### config.mk
export PLATFORM = sky130hd
export DESIGN_NAME = jtcontra_snd_mailbox
export DESIGN_NICKNAME = d
export VERILOG_FILES = /design/src/rtl/jtcontra_snd_mailbox.sv
export SDC_FILE = /design/constraint.sdc
export NUM_CORES = 1
export LEC_CHECK = 0
export CORE_MARGIN = 3
export CORE_UTILIZATION = 53
export DETAILED_ROUTE_END_ITERATION = 7
export PLACE_DENSITY = 0.8
export SLEW_MARGIN = 20
export SYNTH_ARGS = -nofsm -noshare
export SYNTH_HDL_FRONTEND = slang
export SYNTH_SLANG_ARGS = --single-unit
### constraint.sdc
create_clock -name clk -period 2.9 [get_ports clk]
set_clock_uncertainty 0.2 [all_clocks]
set_input_delay 0.58 -clock clk [delete_from_list [all_inputs] [get_ports clk]]
set_output_delay 0.58 -clock clk [all_outputs]
set_load 0.03 [all_outputs]
### src/rtl/jtcontra_snd_mailbox.sv
// Main-CPU to sound-CPU command mailbox: FIFO, selectable IRQ mode, sticky overflow.
// Optional sound-to-main reply latch enabled by JTCONTRA_MAILBOX_REPLY_EN.
module jtcontra_snd_mailbox #(
  parameter int unsigned DW       = 8,
  parameter int unsigned AW       = 2,
  parameter int unsigned IRQ_MODE = 1
) (
  input  logic          clk,
  input  logic          rstn,
  input  logic          i_main_we,
  input  logic [DW-1:0] i_main_din,
  output logic          o_main_full,
  output logic          o_ovf,
  input  logic          i_ovf_clr,
  input  logic          i_snd_cen,
  input  logic          i_snd_rd,
  input  logic          i_snd_ack,
  output logic [DW-1:0] o_snd_dout,
  output logic          o_snd_irq_n,
`ifdef JTCONTRA_MAILBOX_REPLY_EN
  input  logic          i_snd_we,
  input  logic [DW-1:0] i_snd_din,
  input  logic          i_main_rd,
  output logic [DW-1:0] o_main_reply,
  output logic          o_reply_valid,
`endif
  output logic [AW:0]   o_snd_level
);

  localparam int unsigned DEPTH    = 2**AW;
  localparam logic [AW:0] LVL_FULL = (AW+1)'(DEPTH);

  logic [DW-1:0] r_mem [DEPTH];
  logic [AW-1:0] r_wr_ptr, r_rd_ptr;
  logic [AW:0]   r_level;
  logic          r_full, r_ovf, r_flag, r_rearm, r_irq_n;
  logic [DW-1:0] r_held;

  logic          w_empty, w_pop, w_push, w_drop, w_ack;
  logic          w_flag_nxt, w_rearm_nxt, w_irq_n_nxt;
  logic [AW:0]   w_level_nxt;

  // Handshake decode and IRQ next-state; push beats ack, ack beats re-arm
  always_comb begin
    w_empty     = (r_level == '0);
    w_pop       = i_snd_rd & i_snd_cen & ~w_empty;
    w_push      = i_main_we & (~r_full | w_pop);
    w_drop      = i_main_we & ~w_push;
    w_ack       = i_snd_ack & i_snd_cen;
    w_level_nxt = r_level + (AW+1)'(w_push) - (AW+1)'(w_pop);
    w_flag_nxt  = r_flag;
    w_rearm_nxt = 1'b0;
    if (w_push) begin
      w_flag_nxt = 1'b1;
    end else if (w_ack) begin
      w_flag_nxt  = 1'b0;
      w_rearm_nxt = (w_level_nxt != '0);
    end else if (r_rearm) begin
      w_flag_nxt = 1'b1;
    end
    if (IRQ_MODE == 0) w_irq_n_nxt = (w_level_nxt == '0);
    else               w_irq_n_nxt = ~w_flag_nxt;
  end

  always_ff @(posedge clk) begin
    if (w_push) r_mem[r_wr_ptr] <= i_main_din;
  end

  always_ff @(posedge clk) begin
    if (!rstn) begin
      r_wr_ptr <= '0;
      r_rd_ptr <= '0;
      r_level  <= '0;
      r_full   <= 1'b0;
      r_ovf    <= 1'b0;
      r_flag   <= 1'b0;
      r_rearm  <= 1'b0;
      r_irq_n  <= 1'b1;
      r_held   <= '1;
    end else begin
      if (w_push) r_wr_ptr <= r_wr_ptr + AW'(1);
      if (w_pop) begin
        r_rd_ptr <= r_rd_ptr + AW'(1);
        r_held   <= r_mem[r_rd_ptr];
      end
      r_level <= w_level_nxt;
      r_full  <= (w_level_nxt == LVL_FULL);
      if (w_drop)         r_ovf <= 1'b1;
      else if (i_ovf_clr) r_ovf <= 1'b0;
      r_flag  <= w_flag_nxt;
      r_rearm <= w_rearm_nxt;
      r_irq_n <= w_irq_n_nxt;
    end
  end

`ifdef JTCONTRA_MAILBOX_REPLY_EN
  logic [DW-1:0] r_reply;
  logic          r_reply_valid;

  // Reply latch: a load always overwrites and wins over the main-side clear
  always_ff @(posedge clk) begin
    if (!rstn) begin
      r_reply       <= '0;
      r_reply_valid <= 1'b0;
    end else if (i_snd_we & i_snd_cen) begin
      r_reply       <= i_snd_din;
      r_reply_valid <= 1'b1;
    end else if (i_main_rd) begin
      r_reply_valid <= 1'b0;
    end
  end

  assign o_main_reply  = r_reply;
  assign o_reply_valid = r_reply_valid;
`endif

  // Empty FIFO returns the last popped command (all-ones after reset)
  assign o_snd_dout  = w_empty ? r_held : r_mem[r_rd_ptr];
  assign o_main_full = r_full;
  assign o_ovf       = r_ovf;
  assign o_snd_irq_n = r_irq_n;
  assign o_snd_level = r_level;

endmodule
==> results.sh, run 1 <==
export IMPL_status="complete, no violations"
export IMPL_hold_viol_final=0
export IMPL_setup_slack_ps=132.1
export IMPL_drtAntennaViolNets=0
export IMPL_worstMarginPinSlew_ps=690.9
export IMPL_dp_hpwl_um=2813
export IMPL_place_ws_ps=-320.3
export IMPL_antenna_found_initial=0
export IMPL_path_class="flop to primary output"
export IMPL_yosys_register_bits=54
export IMPL_reg2reg_depth=10
export IMPL_crit_end="o_snd_dout[5]"
export IMPL_relSlewSlack=0.5380
export IMPL_drc=0
export IMPL_synth_top_area_frac=0.4404
export IMPL_rsz0062_at_grt="no"
export IMPL_grt_max_degree=23
export IMPL_globalRouteTotalUtil=0.1664
export IMPL_synth_most_common_cell="edfxtp_1"
export IMPL_hold_path_class="flop to flop"
export IMPL_synth_nets=169
export IMPL_p_int_uw=1580
export IMPL_num_vias=1253
export IMPL_fin_setup_tns_ps=0
export IMPL_cpMaxStageDelayCell="mux4_2"
export IMPL_cp_arrival_ps=1990
export IMPL_slew_violations=0
export IMPL_path_cells="buf_12 > mux4_2 > mux2_2 > dlygate4sd2_1"
export IMPL_r2r_setup_slack_ps=200
export IMPL_layout_nets=205
export IMPL_period_share=0.9544
export IMPL_vdd_drop_max_uv=452.9
export IMPL_grt_ovfl_total=0
export IMPL_crit_path_end_kind="primary output"
export IMPL_clk_pin_slew_worst_paths_ps=100
export IMPL_maxCapViolCount=0
export IMPL_globalplace_congestion=0.8062
export IMPL_first_global_vias=1303
export IMPL_cts_hold_buf=0
export IMPL_ys_types=28
export IMPL_powerDensity_nw_per_um2=929.6
export IMPL_fin_crit_ps=2768
export IMPL_yosys_warnings=0
export IMPL_synth_edff_count=32
export IMPL_worstPathMaxFanout=8
export IMPL_grt_pass1_wl_um=6389
export IMPL_diodes=0
export IMPL_cts_tree="yes"
export IMPL_numCtsBuffers=5
export IMPL_clock_sinks=54
export IMPL_power_frac_comb=0.409
export IMPL_coreArea_um2=3826
export IMPL_netlist_top_cells_count="edfxtp_1 (32), dfxtp_1 (22), nand2_1 (20)"
export IMPL_die_area_um2=4923
export IMPL_whs_ps=279.1
export IMPL_die_h_um=70.17
export IMPL_syn_avg_cell_area_um2=14.84
export IMPL_drt_iter0_drc=69
export IMPL_die_w_um=70.17
export IMPL_firstDrtPassIters=4
export IMPL_rows=22
export IMPL_critPathRequiredTime_ps=2120
export IMPL_leakagePower_uw=0.0009689
export IMPL_final_util=0.6897
export IMPL_post_place_cells=224
export IMPL_p_sw_frac=0.3557
export IMPL_worst_path_largest_cell_delay_ps=530
export IMPL_root_buffer="clkbuf_8"
export IMPL_reg2reg_from="o_snd_level[1]"
export IMPL_ys_flop_type="edfxtp_1"
export IMPL_cp_start_kind="flop"
export IMPL_finalSetupViolations=0
export IMPL_area_growth_pct=20.93
export IMPL_synth_largest_area_cell="edfxtp_1"
export IMPL_power_frac_seq=0.421
export IMPL_syn_inst=147
export IMPL_routed_wl_um=3757
export IMPL_fin_cells=232
export IMPL_fmax_ghz=0.3613
export IMPL_switchingPower_uw=872.6
export IMPL_ys_top_cells_by_area="edfxtp_1 (44%), dfxtp_1 (20%), mux4_2 (8.3%)"
export IMPL_seq_area_frac_synth=0.6422
export IMPL_power_frac_clock=0.170
export IMPL_cts_max_level=2
export IMPL_r2r_end="o_main_full"
export IMPL_clock_path_buffers=2
export IMPL_start_util=0.5703
export IMPL_io_pins=29
export IMPL_clk_latency_ps=300
export IMPL_netlist_area_um2=2182
export IMPL_io_buffers=28
export IMPL_drive_gt1_frac=0.1902
export IMPL_wire_per_inst_um=16.19
export IMPL_vias_per_cell=5.401
export IMPL_synthArstFlopShare=0
worst min-delay path by stage:
| stage | slack, ps | from | cells past startpoint | endpoint |
|---|---|---|---|---|
| 6_report | 280 | r_held[5] | 2 | r_held[5] |
| 5_1_grt | 290 | r_held[2] | 2 | r_held[2] |
| 4_1_cts | 280 | r_held[7] | 2 | r_held[7] |
| 3_5_place_dp | 260 | r_held[5] | 2 | r_held[5] |
| 3_3_place_gp | 250 | r_held[3] | 2 | r_held[3] |
| 2_1_floorplan | 230 | r_held[0] | 2 | r_held[0] |
critical path, delay by kind of cell, from the launching register on:
family                 cells  cell delay (ps)
muxes                      2              810
buffers and inverters      2              510
DFF                        1              370
through the flow:
step           total power [uW]  instance area, um2
2_1_floorplan              1723                2182
3_3_place_gp               2064                2546
3_5_place_dp               2109                2546
4_1_cts                    2462                2628
5_1_grt                    2601                2639
6_report                   2453                2639
flip-flops by register name (all words and copies together) (netlist names), 2 cells and up, named ones only:
signal / count
r_wr_ptr: 2
r_mem: 32
r_held: 8
o_snd_level: 3
r_rd_ptr: 2
layout make-up:
type	instances	area [um2]
Multi-Input combinational cell	80	721.9
Sequential cell	54	1401
Clock buffer	5	68.82
Tap cell	48	60.06
Clock inverter	3	23.77
Timing Repair Buffer	34	332.8
Fill cell	270	1187
Inverter	8	30.03
routing by layer:
layer	track usage	vias up	share of wire	wire, um
met4	0.05319	0	0.0072	27
met1	0.2244	630	0.44	1657
met2	0.2770	20	0.53	1986
met5	0	-	0	0
met3	0.02590	4	0.023	85
li1	-	599	-	-
cell families (layout without fill, tap and decap cells):
family	count (synthesis)	after routing	synth area share
mux	18	18	0.1330
compound gates	8	8	0.03612
flops	54	54	0.6422
simple gates	45	45	0.1015
xor+xnor	2	2	0.01433
fa+ha+maj	7	7	0.04358
buf+inv	13	50	0.02924
placed cells by master, fill, tap and decap left out, types with 2 or more instances in the layout:
cell | synthesis | layout
edfxtp_1 | 32 | 32
dfxtp_1 | 22 | 22
nand2_1 | 20 | 20
clkdlybuf4s50_1 | 0 | 18
and2_1 | 9 | 9
nand3_1 | 9 | 9
dlygate4sd2_1 | 0 | 9
mux4_2 | 8 | 8
mux2_2 | 8 | 8
inv_1 | 7 | 7
ha_1 | 6 | 6
clkbuf_8 | 0 | 5
buf_4 | 0 | 4
mux2i_1 | 2 | 2
o21a_1 | 2 | 2
nor3_1 | 2 | 2
clkinvlp_4 | 0 | 2
power groups by stage:
| stage | Clock (uW) | Combinational, uW | Sequential, uW |
|---|---|---|---|
| floorplan | 0 | 639 | 1080 |
| global placement | 0 | 1020 | 1040 |
| detailed placement | 0 | 1060 | 1050 |
| CTS | 423 | 1010 | 1030 |
| global route | 466 | 1090 | 1050 |
| finish | 418 | 1000 | 1030 |
repair_timing:
item / in CTS / in global routing
pin swaps: 0 / 1
setup endpoints to repair: 9 / 1
cloned: 0 / 0
setup buffers: 0 / 0
gates resized for setup: 9 / 3
No activity file was read; power rests on OpenSTA's default activity.
==> run 2, diff against run 1 <==
==> constraint.sdc (replaced) <==
create_clock -name clk -period 2.55 [get_ports clk]
set_clock_uncertainty 0.2 [all_clocks]
set_input_delay 0.51 -clock clk [delete_from_list [all_inputs] [get_ports clk]]
set_output_delay 0.51 -clock clk [all_outputs]
set_load 0.03 [all_outputs]
==> run 2 against run 1 <==
  * Clock power grew 39%
  * Combinational power grew 47%
  * Die area is the same
  * Largest power group is now combinational logic
  * Highest routed layer unchanged
==> results.sh, run 2 (synthesis results as in run 1) <==
export IMPL_fin_crit_ps=2517
export IMPL_worstMarginPinSlew_ps=362.6
export IMPL_met1Wirelength_um=1751
export IMPL_crit_family="adder cells"
export IMPL_cts_max_level=2
export IMPL_path_cells="dlygate4sd2_1 > o311ai_4 > a21boi_4 > inv_1 > ha_4 > inv_2 > ha_4 > fa_2 > xnor3_1 > and2_4 > nor3b_2"
export IMPL_drt_iter0_drc=68
export IMPL_die_w_um=70.17
export IMPL_path_class="input pin to flop"
export IMPL_hold_depth=2
export IMPL_final_common_cell="edfxtp_1"
export IMPL_layout_nets=220
export IMPL_whs_ps=276.4
export IMPL_diodes=0
export IMPL_slew_violations=0
export IMPL_fin_setup_tns_ps=0
export IMPL_status="complete, no violations"
export IMPL_top_register="r_mem"
export IMPL_io_pins=29
export IMPL_root_buffer="clkbuf_8"
export IMPL_fin_area_um2=2900
export IMPL_numCtsBuffers=5
export IMPL_leakagePower_uw=0.001096
export IMPL_worst_path_largest_cell_delay_ps=350
export IMPL_crit_path_end_kind="flop"
export IMPL_dp_hpwl_um=2972
export IMPL_die_h_um=70.17
export IMPL_grt_pass1_wl_um=7010
export IMPL_rsz0062_at_grt="yes"
export IMPL_first_global_vias=1448
export IMPL_grt_ovfl_total=0
export IMPL_clock_sinks=54
export IMPL_cpMaxStageDelayCell="fa_2"
export IMPL_start_util=0.5703
export IMPL_io_buffers=28
export IMPL_wl_met3_um=105
export IMPL_finalSetupViolations=0
export IMPL_period_share=0.9871
export IMPL_coreArea_um2=3826
export IMPL_rows=22
export IMPL_hold_path_class="flop to flop"
export IMPL_layout_common_cells="edfxtp_1 (32), nand2_1 (20), dfxtp_1 (18)"
export IMPL_place_ws_ps=-521.2
export IMPL_worst_path_stages=11
export IMPL_relSlewSlack=0.7575
export IMPL_clk_pin_slew_worst_paths_ps=100
export IMPL_drc=0
export IMPL_clock_path_buffers=2
export IMPL_globalRouteTotalUtil=0.1863
export IMPL_drive_gt1_frac=0.3367
export IMPL_post_place_cells=232
export IMPL_area_growth_pct=32.91
export IMPL_drtAntennaViolNets=0
export IMPL_vias_per_cell=5.275
export IMPL_setup_slack_ps=32.93
export IMPL_largest_register_ffs=32
export IMPL_cp_num_buf_inv=3
export IMPL_fmax_ghz=0.3973
export IMPL_critPathRequiredTime_ps=2560
export IMPL_wl_met2_um=2275
export IMPL_hold_viol_final=0
export IMPL_multiInputGateArea_um2=769.5
export IMPL_clk_latency_ps=300
export IMPL_cts_hold_buf=0
export IMPL_antenna_found_initial=0
export IMPL_highest_layer="met4"
export IMPL_firstDrtPassIters=4
export IMPL_final_seq_area_um2=1411
export IMPL_wire_per_inst_um=16.86
export IMPL_reg2reg_depth=10
export IMPL_cpMostUsedCell="ha_4"
export IMPL_powerDensity_nw_per_um2=1110
export IMPL_cts_tree="yes"
export IMPL_worstPathMaxFanout=2
export IMPL_placed_cell_area_um2=2685
export IMPL_cp_arrival_ps=2520
export IMPL_routed_wl_um=4164
export IMPL_globalplace_congestion=0.8009
export IMPL_die_area_um2=4923
export IMPL_grt_max_degree=19
export IMPL_maxCapViolCount=0
export IMPL_num_vias=1303
export IMPL_fin_cells=247
export IMPL_vdd_drop_max_uv=494.5
export IMPL_fill_cells=222
export IMPL_cp_start_kind="input pin"
-- run 2: changes by cell type in the layout (fill, tap and decap cells not counted), sizes merged --
cell	before	now
clkinv	0	1
buf	6	29
dlygate4sd2	9	3
clkdlybuf4s50	18	17
clkinvlp	2	0
bufinv	0	1
dlymetal6s2s	1	0
-- run 2: through the flow --
| stage | util | power [uW] |
|---|---|---|
| 4_1_cts | 0.7273 | 3007 |
| 2_1_floorplan | - | 1976 |
| 3_3_place_gp | 0.7018 | 2438 |
| 5_1_grt | 0.7580 | 3388 |
| 6_report | 0.7580 | 3219 |
| 3_5_place_dp | 0.7018 | 2495 |
-- run 2: timing repair --
item	4_1_cts	5_1_grt
gates resized for setup	46	27
setup buffers	2	5
setup endpoints to repair	11	8
pin swaps	1	2
-- run 2: power breakdown --
| part | switching [uW] | internal, uW | total [uW] |
|---|---|---|---|
| clock | 281 | 298 | 579 |
| combinational | 722 | 748 | 1470 |
| sequential | 81.6 | 1090 | 1170 |
| total | 1080 | 2130 | 3220 |
-- run 2: final timing paths --
path,start,to,slack (ps)
max,i_snd_cen,o_main_full,30
min,r_held[7],r_held[7],280
max reg2reg,o_snd_level[1],o_main_full,50
min reg2reg,r_held[7],r_held[7],280
-- run 2: per-layer routing --
layer	GRT usage	vias up
met2	0.3232	19
met4	0.05106	0
met1	0.2331	650
li1	-	630
met5	0	-
met3	0.04460	4
-- run 2: cell type report --
class                      count  area share
sequential                    54      0.4866
timing repair buffer          49      0.1760
tap                           48     0.02071
inverter                       8     0.01122
clock inverter                 3     0.01639
multi-input combinational     80      0.2653
clock buffer                   5     0.02373
-- run 2: worst reg2reg max path: stages, from the launching register on --
cell and delay [ps]:
dfxtp_4 360, o311ai_4 350, buf_6 160, inv_4 40
ha_4 240, inv_2 40, ha_4 150, fa_2 350
xnor3_1 200, and2_4 170, nor3b_2 140
==> run 3, diff against run 2 <==
--- a/config.mk
+++ b/config.mk
@@ -5,10 +5,10 @@
 export SDC_FILE = /design/constraint.sdc
 export NUM_CORES = 1
 export LEC_CHECK = 0
-export CORE_MARGIN = 3
-export CORE_UTILIZATION = 53
+export CORE_UTILIZATION = 54
 export DETAILED_ROUTE_END_ITERATION = 7
-export PLACE_DENSITY = 0.8
+export PLACE_DENSITY = 0.81
+export SETUP_SLACK_MARGIN = 0.1
 export SLEW_MARGIN = 20
 export SYNTH_ARGS = -nofsm -noshare
 export SYNTH_HDL_FRONTEND = slang
==> run 3 against run 2 <==
  * Critical endpoint unchanged
  * Combinational power hardly changed
  * Largest cell class unchanged
  * Highest routed layer unchanged
  * Sequential cell count stayed put
  * Via count is 1.2% lower
==> results.sh, run 3 (synthesis results as in run 1) <==
export IMPL_status="complete, no violations"
export IMPL_path_cells="dlygate4sd2_1 > o311ai_4 > a21boi_4 > inv_1 > ha_4 > inv_2 > ha_4 > fa_2 > xnor3_1 > and2_4 > nor3b_2"
export IMPL_first_global_vias=1354
export IMPL_drive_gt1_frac=0.3179
export IMPL_critPathRequiredTime_ps=2560
export IMPL_clock_path_buffers=2
export IMPL_vdd_drop_max_uv=484.5
export IMPL_clk_latency_ps=300
export IMPL_r2r_setup_slack_ps=80
export IMPL_grt_pass1_wl_um=6458
export IMPL_cpMostUsedCell="ha_4"
export IMPL_top_register="r_mem"
export IMPL_routed_wl_um=3872
export IMPL_area_growth_pct=30.28
export IMPL_setup_slack_ps=72.75
export IMPL_slew_violations=0
export IMPL_reg2reg_depth=10
export IMPL_cp_start_kind="input pin"
export IMPL_root_buffer="clkbuf_8"
export IMPL_grt_ovfl_total=0
export IMPL_path_class="input pin to flop"
export IMPL_cp_arrival_ps=2480
export IMPL_leakagePower_uw=0.001087
export IMPL_rsz0062_at_grt="yes"
export IMPL_dp_hpwl_um=2711
export IMPL_grt_max_degree=17
export IMPL_layout_nets=216
export IMPL_drc=0
export IMPL_worstMarginPinSlew_ps=399.8
export IMPL_clock_sinks=54
export IMPL_rows=22
export IMPL_crit_path_end_kind="flop"
export IMPL_io_buffers=28
export IMPL_clk_pin_slew_worst_paths_ps=90
export IMPL_hold_depth=2
export IMPL_vias_per_cell=5.296
export IMPL_hold_viol_final=0
export IMPL_period_share=0.9715
export IMPL_place_ws_ps=-525.2
export IMPL_fmax_ghz=0.4037
export IMPL_coreArea_um2=3771
export IMPL_hold_path_class="flop to flop"
export IMPL_globalRouteTotalUtil=0.2115
export IMPL_relSlewSlack=0.7326
export IMPL_cpMaxStageDelayCell="fa_2"
export IMPL_wire_per_inst_um=15.93
export IMPL_globalplace_congestion=0.7619
export IMPL_reg2reg_from="o_snd_level[2]"
export IMPL_antenna_found_initial=0
export IMPL_drtAntennaViolNets=0
export IMPL_largest_register_ffs=32
export IMPL_cts_tree="yes"
export IMPL_finalSetupViolations=0
export IMPL_drt_iter0_drc=72
export IMPL_hold_start="r_held[1]"
export IMPL_fill_cells=215
export IMPL_io_pins=29
export IMPL_num_vias=1287
export IMPL_die_h_um=65.57
export IMPL_maxCapViolCount=0
export IMPL_start_util=0.5786
export IMPL_cts_hold_buf=0
export IMPL_numCtsBuffers=5
export IMPL_fin_crit_ps=2477
export IMPL_worst_path_largest_cell_delay_ps=330
export IMPL_r2r_end="o_main_full"
export IMPL_final_common_cell="edfxtp_1"
export IMPL_diodes=0
export IMPL_layout_common_cells="edfxtp_1 (32), nand2_1 (20), dfxtp_1 (18)"
export IMPL_die_area_um2=4299
export IMPL_die_w_um=65.57
export IMPL_worstPathMaxFanout=2
export IMPL_powerDensity_nw_per_um2=1084
export IMPL_finalPower_uw=3083
export IMPL_hold_end="r_held[1]"
export IMPL_cts_max_level=2
export IMPL_firstDrtPassIters=4
-- run 3: cell count changes in the layout (fill, tap and decap cells not counted), sizes merged --
| cell | change |
|---|---|
| bufinv | -1 |
| inv | -1 |
| clkinv | +1 |
| buf | -4 |
| clkinvlp | +1 |
-- run 3: per-stage QoR --
stage | instances | setup TNS [ps] | instance area (um2) | util | hold slack (ps)
after CTS | 243 | 0 | 2843 | 0.7538 | 278.0
after global placement | 231 | -1596 | 2655 | 0.7040 | 243.6
final | 243 | 0 | 2843 | 0.7538 | 287.4
after global routing | 243 | 0 | 2843 | 0.7538 | 322.8
after detailed placement | 231 | -1984 | 2655 | 0.7040 | 254.1
after floorplan | 147 | 0 | 2201 | - | 235.0
-- run 3: cell type report --
type / instances / area, um2 / share of cell area
Sequential cell: 54 / 1411 / 0.4965
Multi-Input combinational cell: 80 / 785.8 / 0.2764
Timing Repair Buffer: 45 / 467.9 / 0.1646
Clock buffer: 5 / 68.82 / 0.02421
Tap cell: 48 / 60.06 / 0.02113
Inverter: 8 / 32.53 / 0.01144
Clock inverter: 3 / 16.27 / 0.005722
-- run 3: repair_timing --
action / 4_1_cts / 5_1_grt
setup endpoints to repair: 12 / 10
buffers inserted: 4 / 0
pin swaps: 3 / 2
resized for setup: 75 / 0
-- run 3: report_power, final --
part	leakage, uW	total [uW]	internal, uW	switching (uW)
registers	0.000476	1180	1090	87.6
clock network	0.0000416	448	188	259
logic	0.000569	1460	757	702
total	0.00109	3080	2030	1050
-- run 3: worst max-delay path by stage --
stage / from / to / slack [ps] / cells past startpoint
after floorplan: i_snd_cen / o_main_full / 70 / 10
after global placement: i_snd_cen / o_main_full / -390 / 11
after detailed placement: i_snd_cen / o_main_full / -530 / 11
after CTS: flop / o_snd_dout[0] / 70 / 4
after global routing: o_snd_level[2] / o_main_full / 20 / 10
final: i_snd_cen / o_main_full / 70 / 11
-- run 3: worst max-delay path: cells and delay by family --
family / cells / cell delay (ps)
buf+inv: 3 / 400
xor+xnor: 1 / 210
compound gates: 2 / 330
fa+ha+maj: 3 / 740
simple gates: 2 / 300
-- run 3: per-layer routing --
layer	global-route usage	part of all wire	up-vias
li1	-	-	623
met1	0.2660	0.44	635
met2	0.3518	0.52	22
met3	0.04167	0.024	7
met4	0.09783	0.017	0
met5	0	0	-
